### config.mk
export PLATFORM = sky130hd
export DESIGN_NAME = ts_packet_gen
export DESIGN_NICKNAME = d
export VERILOG_FILES = /design/src/rtl/ts_pkg.sv /design/src/rtl/ts_hdr_mux.sv /design/src/rtl/ts_packet_gen.sv
export SDC_FILE = /design/constraint.sdc
export NUM_CORES = 1
export LEC_CHECK = 0
export ABC_AREA = 1
export BUFFER_PORTS_ARGS = -buffer_cell sky130_fd_sc_hd__buf_4
export CORE_MARGIN = 2
export CORE_UTILIZATION = 35
export DETAILED_ROUTE_END_ITERATION = 8
export PLACE_DENSITY = 0.56
export SLEW_MARGIN = 20
export SYNTH_ARGS = -nofsm -noshare
export SYNTH_HDL_FRONTEND = slang
export SYNTH_SLANG_ARGS = --single-unit
### constraint.sdc
create_clock -name clk -period 3.74 [get_ports clk]
set_input_delay 0.187 -clock clk [delete_from_list [all_inputs] [get_ports clk]]
set_output_delay 0.187 -clock clk [all_outputs]
set_load 0.02 [all_outputs]
### src/rtl/ts_pkg.sv
// Shared MPEG-2 TS constants, header layout and state type.
// Used by the packet generator and by the continuity-counter checker.
package ts_pkg;

    localparam logic [7:0]  TS_SYNC_BYTE   = 8'h47;
    localparam int unsigned TS_PKT_LEN     = 188;
    localparam int unsigned TS_HDR_LEN     = 4;
    localparam logic [1:0]  TS_AFC_PAYLOAD = 2'b01;
    localparam logic [12:0] TS_NULL_PID    = 13'h1FFF;

    typedef enum logic [0:0] {
        IDLE = 1'b0,
        SEND = 1'b1
    } ts_state_e;

    // Header bytes 1..3 as transmitted, MSB first.
    typedef struct packed {
        logic        tei;
        logic        pusi;
        logic        prio;
        logic [12:0] pid;
        logic [1:0]  scrambling;
        logic [1:0]  afc;
        logic [3:0]  cc;
    } ts_hdr_t;

    function automatic ts_hdr_t ts_make_hdr(input logic [12:0] pid, input logic pusi,
                                            input logic [3:0] cc);
        ts_hdr_t h;
        h.tei        = 1'b0;
        h.pusi       = pusi;
        h.prio       = 1'b0;
        h.pid        = pid;
        h.scrambling = 2'b00;
        h.afc        = TS_AFC_PAYLOAD;
        h.cc         = cc;
        return h;
    endfunction

    // A skip advances by two, leaving a hole the checker must flag.
    function automatic logic [3:0] ts_cc_next(input logic [3:0] cc, input logic skip);
        return cc + (skip ? 4'd2 : 4'd1);
    endfunction

endpackage

### src/rtl/ts_hdr_mux.sv
// Combinational TS byte selector: header fields for the first bytes, then a
// deterministic payload ramp starting at 0x00.
module ts_hdr_mux
    import ts_pkg::*;
#(
    parameter int unsigned HDR_LEN = TS_HDR_LEN
) (
    input  logic [7:0]  idx_i,
    input  logic [12:0] pid_i,
    input  logic        pusi_i,
    input  logic [3:0]  cc_i,
    output logic [7:0]  data_o
);

    ts_hdr_t     hdr;
    logic [23:0] hdr_bits;

    assign hdr      = ts_make_hdr(pid_i, pusi_i, cc_i);
    assign hdr_bits = hdr;

    always_comb begin
        data_o = idx_i - 8'(HDR_LEN);
        case (idx_i)
            8'd0:    data_o = TS_SYNC_BYTE;
            8'd1:    data_o = hdr_bits[23:16];
            8'd2:    data_o = hdr_bits[15:8];
            8'd3:    data_o = hdr_bits[7:0];
            default: ;
        endcase
    end

endmodule

### src/rtl/ts_packet_gen.sv
// MPEG-2 TS packet source with valid/ready byte stream and timer-paced starts.
// Optional CC_ERR_INJECT_EN adds err_inject to force a continuity-counter skip.
module ts_packet_gen
    import ts_pkg::*;
#(
    parameter int unsigned PKT_LEN = TS_PKT_LEN,
    parameter int unsigned HDR_LEN = TS_HDR_LEN,
    parameter logic [3:0]  CC_INIT = 4'd0
) (
    input  logic        clk,
    input  logic        rst,
    input  logic        en,
    input  logic [15:0] timer_in,
    input  logic [12:0] pid,
    input  logic        pusi,
    input  logic        ts_ready,
`ifdef CC_ERR_INJECT_EN
    input  logic        err_inject,
`endif
    output logic [7:0]  ts_data,
    output logic        ts_valid,
    output logic        ts_sop,
    output logic        ts_eop,
    output logic [3:0]  cc_out,
    output logic [15:0] pkt_count,
    output logic        busy
);

    localparam logic [7:0] LAST_IDX = 8'(PKT_LEN - 1);

    ts_state_e   state_q, state_d;
    logic [15:0] timer_q, timer_d;
    logic [7:0]  idx_q, idx_d;
    logic [12:0] pid_l_q, pid_l_d;
    logic        pusi_l_q, pusi_l_d;
    logic [3:0]  cc_q, cc_d;
    logic [15:0] pkt_count_q, pkt_count_d;

    logic       start;
    logic       xfer;
    logic       eop_xfer;
    logic       skip;
    logic [7:0] mux_data;

    // Starts are only evaluated in IDLE, which forces a bubble after every eop.
    assign start    = (state_q == IDLE) && en && (timer_q >= timer_in);
    assign xfer     = (state_q == SEND) && ts_ready;
    assign eop_xfer = xfer && (idx_q == LAST_IDX);

`ifdef CC_ERR_INJECT_EN
    logic inj_q, inj_d;

    assign skip  = inj_q | err_inject;
    assign inj_d = eop_xfer ? 1'b0 : skip;

    always_ff @(posedge clk or negedge rst) begin
        if (!rst) begin
            inj_q <= 1'b0;
        end else begin
            inj_q <= inj_d;
        end
    end
`else
    assign skip = 1'b0;
`endif

    always_comb begin
        timer_d = timer_q;
        if (start) begin
            timer_d = '0;
        end else if (!en && (state_q == IDLE)) begin
            timer_d = '0;
        end else if (en && (timer_q != 16'hFFFF)) begin
            timer_d = timer_q + 16'd1;
        end
    end

    always_comb begin
        state_d     = state_q;
        idx_d       = idx_q;
        pid_l_d     = pid_l_q;
        pusi_l_d    = pusi_l_q;
        cc_d        = cc_q;
        pkt_count_d = pkt_count_q;
        case (state_q)
            IDLE: begin
                if (start) begin
                    state_d  = SEND;
                    idx_d    = '0;
                    pid_l_d  = pid;
                    pusi_l_d = pusi;
                end
            end
            SEND: begin
                if (eop_xfer) begin
                    state_d     = IDLE;
                    idx_d       = '0;
                    cc_d        = ts_cc_next(cc_q, skip);
                    pkt_count_d = pkt_count_q + 16'd1;
                end else if (xfer) begin
                    idx_d = idx_q + 8'd1;
                end
            end
            default: state_d = IDLE;
        endcase
    end

    always_ff @(posedge clk or negedge rst) begin
        if (!rst) begin
            state_q     <= IDLE;
            timer_q     <= '0;
            idx_q       <= '0;
            pid_l_q     <= '0;
            pusi_l_q    <= 1'b0;
            cc_q        <= CC_INIT;
            pkt_count_q <= '0;
        end else begin
            state_q     <= state_d;
            timer_q     <= timer_d;
            idx_q       <= idx_d;
            pid_l_q     <= pid_l_d;
            pusi_l_q    <= pusi_l_d;
            cc_q        <= cc_d;
            pkt_count_q <= pkt_count_d;
        end
    end

    ts_hdr_mux #(
        .HDR_LEN (HDR_LEN)
    ) u_hdr_mux (
        .idx_i  (idx_q),
        .pid_i  (pid_l_q),
        .pusi_i (pusi_l_q),
        .cc_i   (cc_q),
        .data_o (mux_data)
    );

    // Outputs derive from state registers only, so reset drops ts_valid at once.
    assign ts_valid  = (state_q == SEND);
    assign ts_data   = ts_valid ? mux_data : 8'h00;
    assign ts_sop    = ts_valid && (idx_q == 8'd0);
    assign ts_eop    = ts_valid && (idx_q == LAST_IDX);
    assign busy      = ts_valid;
    assign cc_out    = cc_q;
    assign pkt_count = pkt_count_q;

endmodule
## Word level (Yosys, flattened, before mapping)

Cells that the tools add are included.

- Bits in registers: 59
- Output and inout bits: 32

- Reduce and logical (&&, ||, !) cells: 14
- Add/sub/neg operators: 5
- Mux-type cells: 12
- Bitwise operators: 1
- Order comparisons: 1
- Equal/unequal tests: 7

Operator list:

| operator | number |
|---|---|
| $mux 16 | 3 |
| $add 16x1->16 const B | 2 |
| $mux 8 | 4 |
| $pmux 8 s4 | 1 |
| $eq 8x2->1 const B | 2 |
| $ge 16x16->1 | 1 |
| $ne 16x16->1 const B | 1 |
| $pmux 8 s2 | 1 |
| $add 8x1->8 const B | 1 |
| $eq 8x1->1 const B | 1 |
| $eq 8x8->1 const B | 1 |
| $logic_and 1x1->1 | 8 |
| $logic_not 8->1 | 1 |
| $sub 8x3->8 const B | 1 |
| $reduce_and 2->1 | 3 |
| $add 4x1->4 const B | 1 |
| $ne 3x1->1 const B | 1 |
| $reduce_bool 3->1 | 1 |
| $mux 1 | 2 |
| $ne 2x2->1 const B | 1 |
| $pmux 1 s2 | 1 |
| $logic_not 1->1 | 1 |
| $not 1->1 | 1 |

## Depth between registers and ports, before layout

- Depth in word-level cells: 5
- Depth in mapped cells: 15
- Depth with buffers taken out: 15

## By module

Synthesis repeated with hierarchy kept, for this count alone.

- Cell total of the unflattened synthesis: 559
- Area, all modules: 4144.0 µm²

By module, submodules not included:

| module | area an instance (µm²) | cells an instance | instances | seq. area each (µm²) |
|---|---|---|---|---|
| ts_packet_gen | 3696.0 | 478 | 1 | 1476.4 |
| ts_hdr_mux | 447.9 | 81 | 1 | 0.0 |

## Worst setup path before layout

OpenSTA, ideal clock, no wires.

- Kind: register -> output
- Start point: reg idx_q[2]
- End point: out ts_data[3]
- Data required time: 3.553 ns
- Arrival time: 1.646 ns
- Stages on the path, launching flop included: 9
- Path buffers: 0
- Slack: 1.907 ns
- Path through: dfrtp_1 > inv_1 > ha_1 > nand4_2 > nor2_1 > nand2_1 > nand3_1 > o21ai_1 > nor2_1

- Word-level cells in the longest chain between the ends: 3
- Elaborated cells between the ends (all ways): 7
- Those cells by class: add/sub (1); eq/ne (3); mux (2); reduce/logical (1)

Ends and longest elaborated chain:

| item | RTL line | source |
|---|---|---|
| start, declared | ts_packet_gen.sv:33 | `logic [7:0] idx_q, idx_d;` |
| start signal, assigned | ts_packet_gen.sv:120 | `idx_q <= idx_d;` |
| $sub 8x3->8, or another cell as far along | ts_hdr_mux.sv:22 | `data_o = idx_i - 8'(HDR_LEN);` |
| $pmux 8 s4 * | ts_hdr_mux.sv:23 | `case (idx_i)` |
| $mux 8 * | ts_packet_gen.sv:140 | `assign ts_data = ts_valid ? mux_data : 8'h00;` |
| end, declared | ts_packet_gen.sv:20 | `output logic [7:0] ts_data,` |

Mark *: on every way between the ends. The rest lies on a longest branch, timed or not.

## Final worst setup path

- Start point: reg timer_q[3]
- End point: reg idx_q[6]

- Word-level cells in the longest chain between the ends: 4

Ends and longest elaborated chain:

| item | RTL line | source |
|---|---|---|
| start, declared | ts_packet_gen.sv:32 | `logic [15:0] timer_q, timer_d;` |
| start signal, assigned | ts_packet_gen.sv:119 | `timer_q <= timer_d;` |
| $ge 16x16->1 | ts_packet_gen.sv:46 | `assign start = (state_q == IDLE) && en && (timer_q >= timer_in);` |
| $logic_and 1x1->1 | ts_packet_gen.sv:46 |  |
| $ne 2x2->1 (no line) | - |  |
| $reduce_and 2->1 (no line) | - |  |

Every way passes these cells.
A chain may end at the register's enable or synchronous reset.

==> reports/results.tsv <==
stage	metric	value	unit
run_status	status	finished, final reports clean	
setup_path	CP max FO	15	
cts	H-tree depth	3	
layout	Antenna diodes	0	
routing	detailed-route via count	3597	
timing	Hold Fails Final Rpt	0	
global_route	vias in the first global route	3409	
placement	pre-CTS setup slack	1.160	ns
layout	share of layout cells above drive strength 1	0.1592	
routing	initial drt markers	155	
cts	Skew-Pair Late Insertion Delay	0.32	ns
cts	CTS Buf Count	9	
routing	met1 wire length	4.753	mm
synthesis	top post-synthesis cells by area	dfrtp_1, nand2_1, ha_1	
cts	CTS sink cnt	59	
global_route	first-pass GRT wire length	16.27	mm
layout	Layout area overhead	23.91	%
synthesis	asr flop ratio synth	1.000	
synthesis	Post-synth EDFFs	0	
synthesis	Mapped Avg Cell Area	7.216	sq um
placement	DP HPWL	7.460	mm
timing	worst rel slew slack	0.4861	
global_route	gr ovfl total	0	
layout	Final Util	0.4465	
synthesis	top_reg_cell synth	dfrtp_1	
synthesis	Synth Register Bits	59	
routing	vias per inst	4.720	
floorplanning	Core Area	10940	sq um
setup_path	r2r worst-path depth	11	
floorplanning	Initial Utilization	0.3603	
cts	clock root cell	clkbuf_16	
power	total power	1.713	mW
placement	Buffers on Ports	65	
synthesis	Yosys top cell area share	0.3747	
floorplanning	io pins	66	
routing	routed length on met3	405	um
layout	register area	1476	sq um
synthesis	sequential share of the synthesized area	0.3747	
timing	RSZ-0062 raised after global routing	false	
hold_path	Worst Hold Path Cells	3	
setup_path	data arrival time of the worst path	2.77	ns
placement	Placer Congestion	0.8380	
routing	DR DRC count	0	
synthesis	area of the mapped netlist	3940	sq um
setup_path	Reg2Reg Launch Point	timer_q[3]	
global_route	antenna violations before repair	0	
setup_path	Crit. End Element	flip-flop	
timing	minimum clock period	2.570	ns
floorplanning	num rows	38	
synthesis	Mapped Nets	607	
setup_path	critical path class	flip-flop to flip-flop	
placement	Placed Cells incl. Taps	745	
cts	Worst-path clk slew	0.05	ns
hold_path	hold path endpoint	pid_l_q[3]	
timing	Least-Margin Pin Slew	0.7709	ns
setup_path	CP required	3.94	ns
cts	TritonCTS clock tree	done	
synthesis	most common cell in the synthesized netlist	nand2_1	
synthesis	top cells by count, synth	nand2_1, nor2_1, inv_1, dfrtp_1, nand3_1	
timing	period utilization	0.6872	
power	PD cells	350.9	nW/um^2
timing	max-slew violations	0	
global_route	gr usage total	0.1725	
cts	Post-CTS Resized	0	
synthesis	cell taking the most area after synthesis	dfrtp_1	
timing	fmax	389.1	MHz
timing	Worst Setup Slack, final	1.170	ns
timing	Setup violations, final	0	
synthesis	yosys warns	0	
layout	Multi-input gate area	2157	sq um
routing	post-route ant nets	0	
power	leakage	2.561	nW
floorplanning	die area	12120	sq um
hold_path	Min-Delay Startpoint	pid[3]	
run	Max-Cap Viols	0	
setup_path	R2R Setup Slk	1.17	ns
timing	Final Skew	0.006270	ns
global_route	largest net degree at the start of global routing	60	
cts	CTS Buffer Depth	2	
routing	met2 wire length	4.518	mm
setup_path	crit start category	flip-flop	
setup_path	Worst R2R End	idx_q[6]	
hold_path	HP Class	input pin to flip-flop	
timing	setup TNS	0	ns
routing	final wirelength	9.743	mm
layout	fin cells	762	
floorplanning	die height	110.1	um
routing	DRT Pass-1 Iters	5	
floorplanning	Die W	110.1	um
power	Max VDD drop	0.2002	mV
routing	WL per Instance	12.79	um
routing	highest metal used	met4	
layout	Net count, final	678	
synthesis	Mapped Cells	546	
layout	fillers	1142	
synthesis	Synth cell types	30	
==> area by class of cell <==
class / count / share of cell area
tap: 140 / 0.03588
timing repair buffer: 69 / 0.1066
clock inverter: 7 / 0.01410
inverter: 69 / 0.05305
multi-input combinational: 409 / 0.4418
sequential: 59 / 0.3024
clock buffer: 9 / 0.04613
==> routing by layer <==
metal  global-route usage  up-vias
li1                     -     1868
met1               0.2352     1658
met3              0.03645        6
met2               0.2826       65
met5                    0        -
met4              0.03750        0
==> what timing repair did <==
item	in CTS	in global routing
endpoints found under the hold margin	59	0
endpoints found under the setup margin	0	0
hold buffers	1	0
buffers inserted	0	0
==> per-stage QoR <==
stage	area, sq um	hold WS, ns
3_5_place_dp	4578	0.3261
3_3_place_gp	4578	0.3164
5_1_grt	4882	0.1066
6_report	4882	0.09969
2_1_floorplan	3940	-0.1086
4_1_cts	4882	0.09054
==> registers in the layout (all words and copies together) (netlist names) <==
signal,cells
busy,1
cc_out,4
idx_q,8
pid_l_q,13
pkt_count,16
pusi_l_q,1
timer_q,16
==> cell families (layout without fill, tap and decap cells) <==
family	Yosys count	count (layout)	share of synthesized area
xor+xnor	31	31	0.06891
buf+inv	78	154	0.07780
simple gates	315	315	0.3382
flops	59	59	0.3747
fa+ha+maj	27	27	0.08574
compound gates	36	36	0.05462
==> worst max path at each step <==
stage	to	depth (start not counted)	slack, ns	from
2_1_floorplan	ts_data[3]	8	1.91	idx_q[2]
3_3_place_gp	idx_q[6]	11	1.27	timer_q[3]
3_5_place_dp	idx_q[6]	11	1.16	timer_q[3]
4_1_cts	idx_q[7]	11	1.16	timer_q[3]
5_1_grt	idx_q[6]	11	0.86	timer_q[7]
6_report	idx_q[6]	11	1.17	timer_q[3]
==> power breakdown <==
| group | internal, mW | switching (mW) | total, mW |
|---|---|---|---|
| sequential | 0.657 | 0.0255 | 0.683 |
| combinational | 0.0899 | 0.140 | 0.230 |
| clock | 0.512 | 0.288 | 0.800 |
| total | 1.26 | 0.454 | 1.71 |
==> cell usage in the layout, fill, tap and decap left out <==
| master | count |
|---|---|
| inv_1 | 62 |
| a22oi_1 | 2 |
| nand3b_1 | 2 |
| a21oi_1 | 11 |
| buf_4 | 68 |
| o21ai_1 | 6 |
| nand4_1 | 8 |
| clkinvlp_4 | 2 |
| nor3_4 | 1 |
| xnor2_1 | 5 |
| nor3_2 | 1 |
| nor3b_1 | 1 |
| xor2_1 | 26 |
| o21ai_0 | 13 |
| clkinv_4 | 1 |
| dfrtp_1 | 59 |
| nor3_1 | 5 |
| a21o_1 | 1 |
| clkbuf_16 | 9 |
| clkinv_1 | 1 |
| nand4_4 | 1 |
| o21bai_1 | 1 |
| o211ai_1 | 1 |
| dlygate4sd3_1 | 1 |
| ha_1 | 27 |
| clkinv_2 | 3 |
| a41oi_4 | 1 |
| nand2_1 | 171 |
| bufinv_16 | 1 |
| nor2_1 | 74 |
| inv_2 | 6 |
| nand4_2 | 1 |
| nand3_1 | 46 |
| nor2_2 | 4 |
==> worst max-delay path: stages, from the launching register on <==
cell and delay (ns):
dfrtp_1 0.43, ha_1 0.33, a21oi_1 0.16, nand2_1 0.08, nand2_1 0.06, nand2_1 0.08, nand2_1 0.08, nand2_1 0.30
nand2_1 0.46, nand2_1 0.29, nand2_1 0.12, nand2_1 0.06
(Power assumes the default switching activity.)
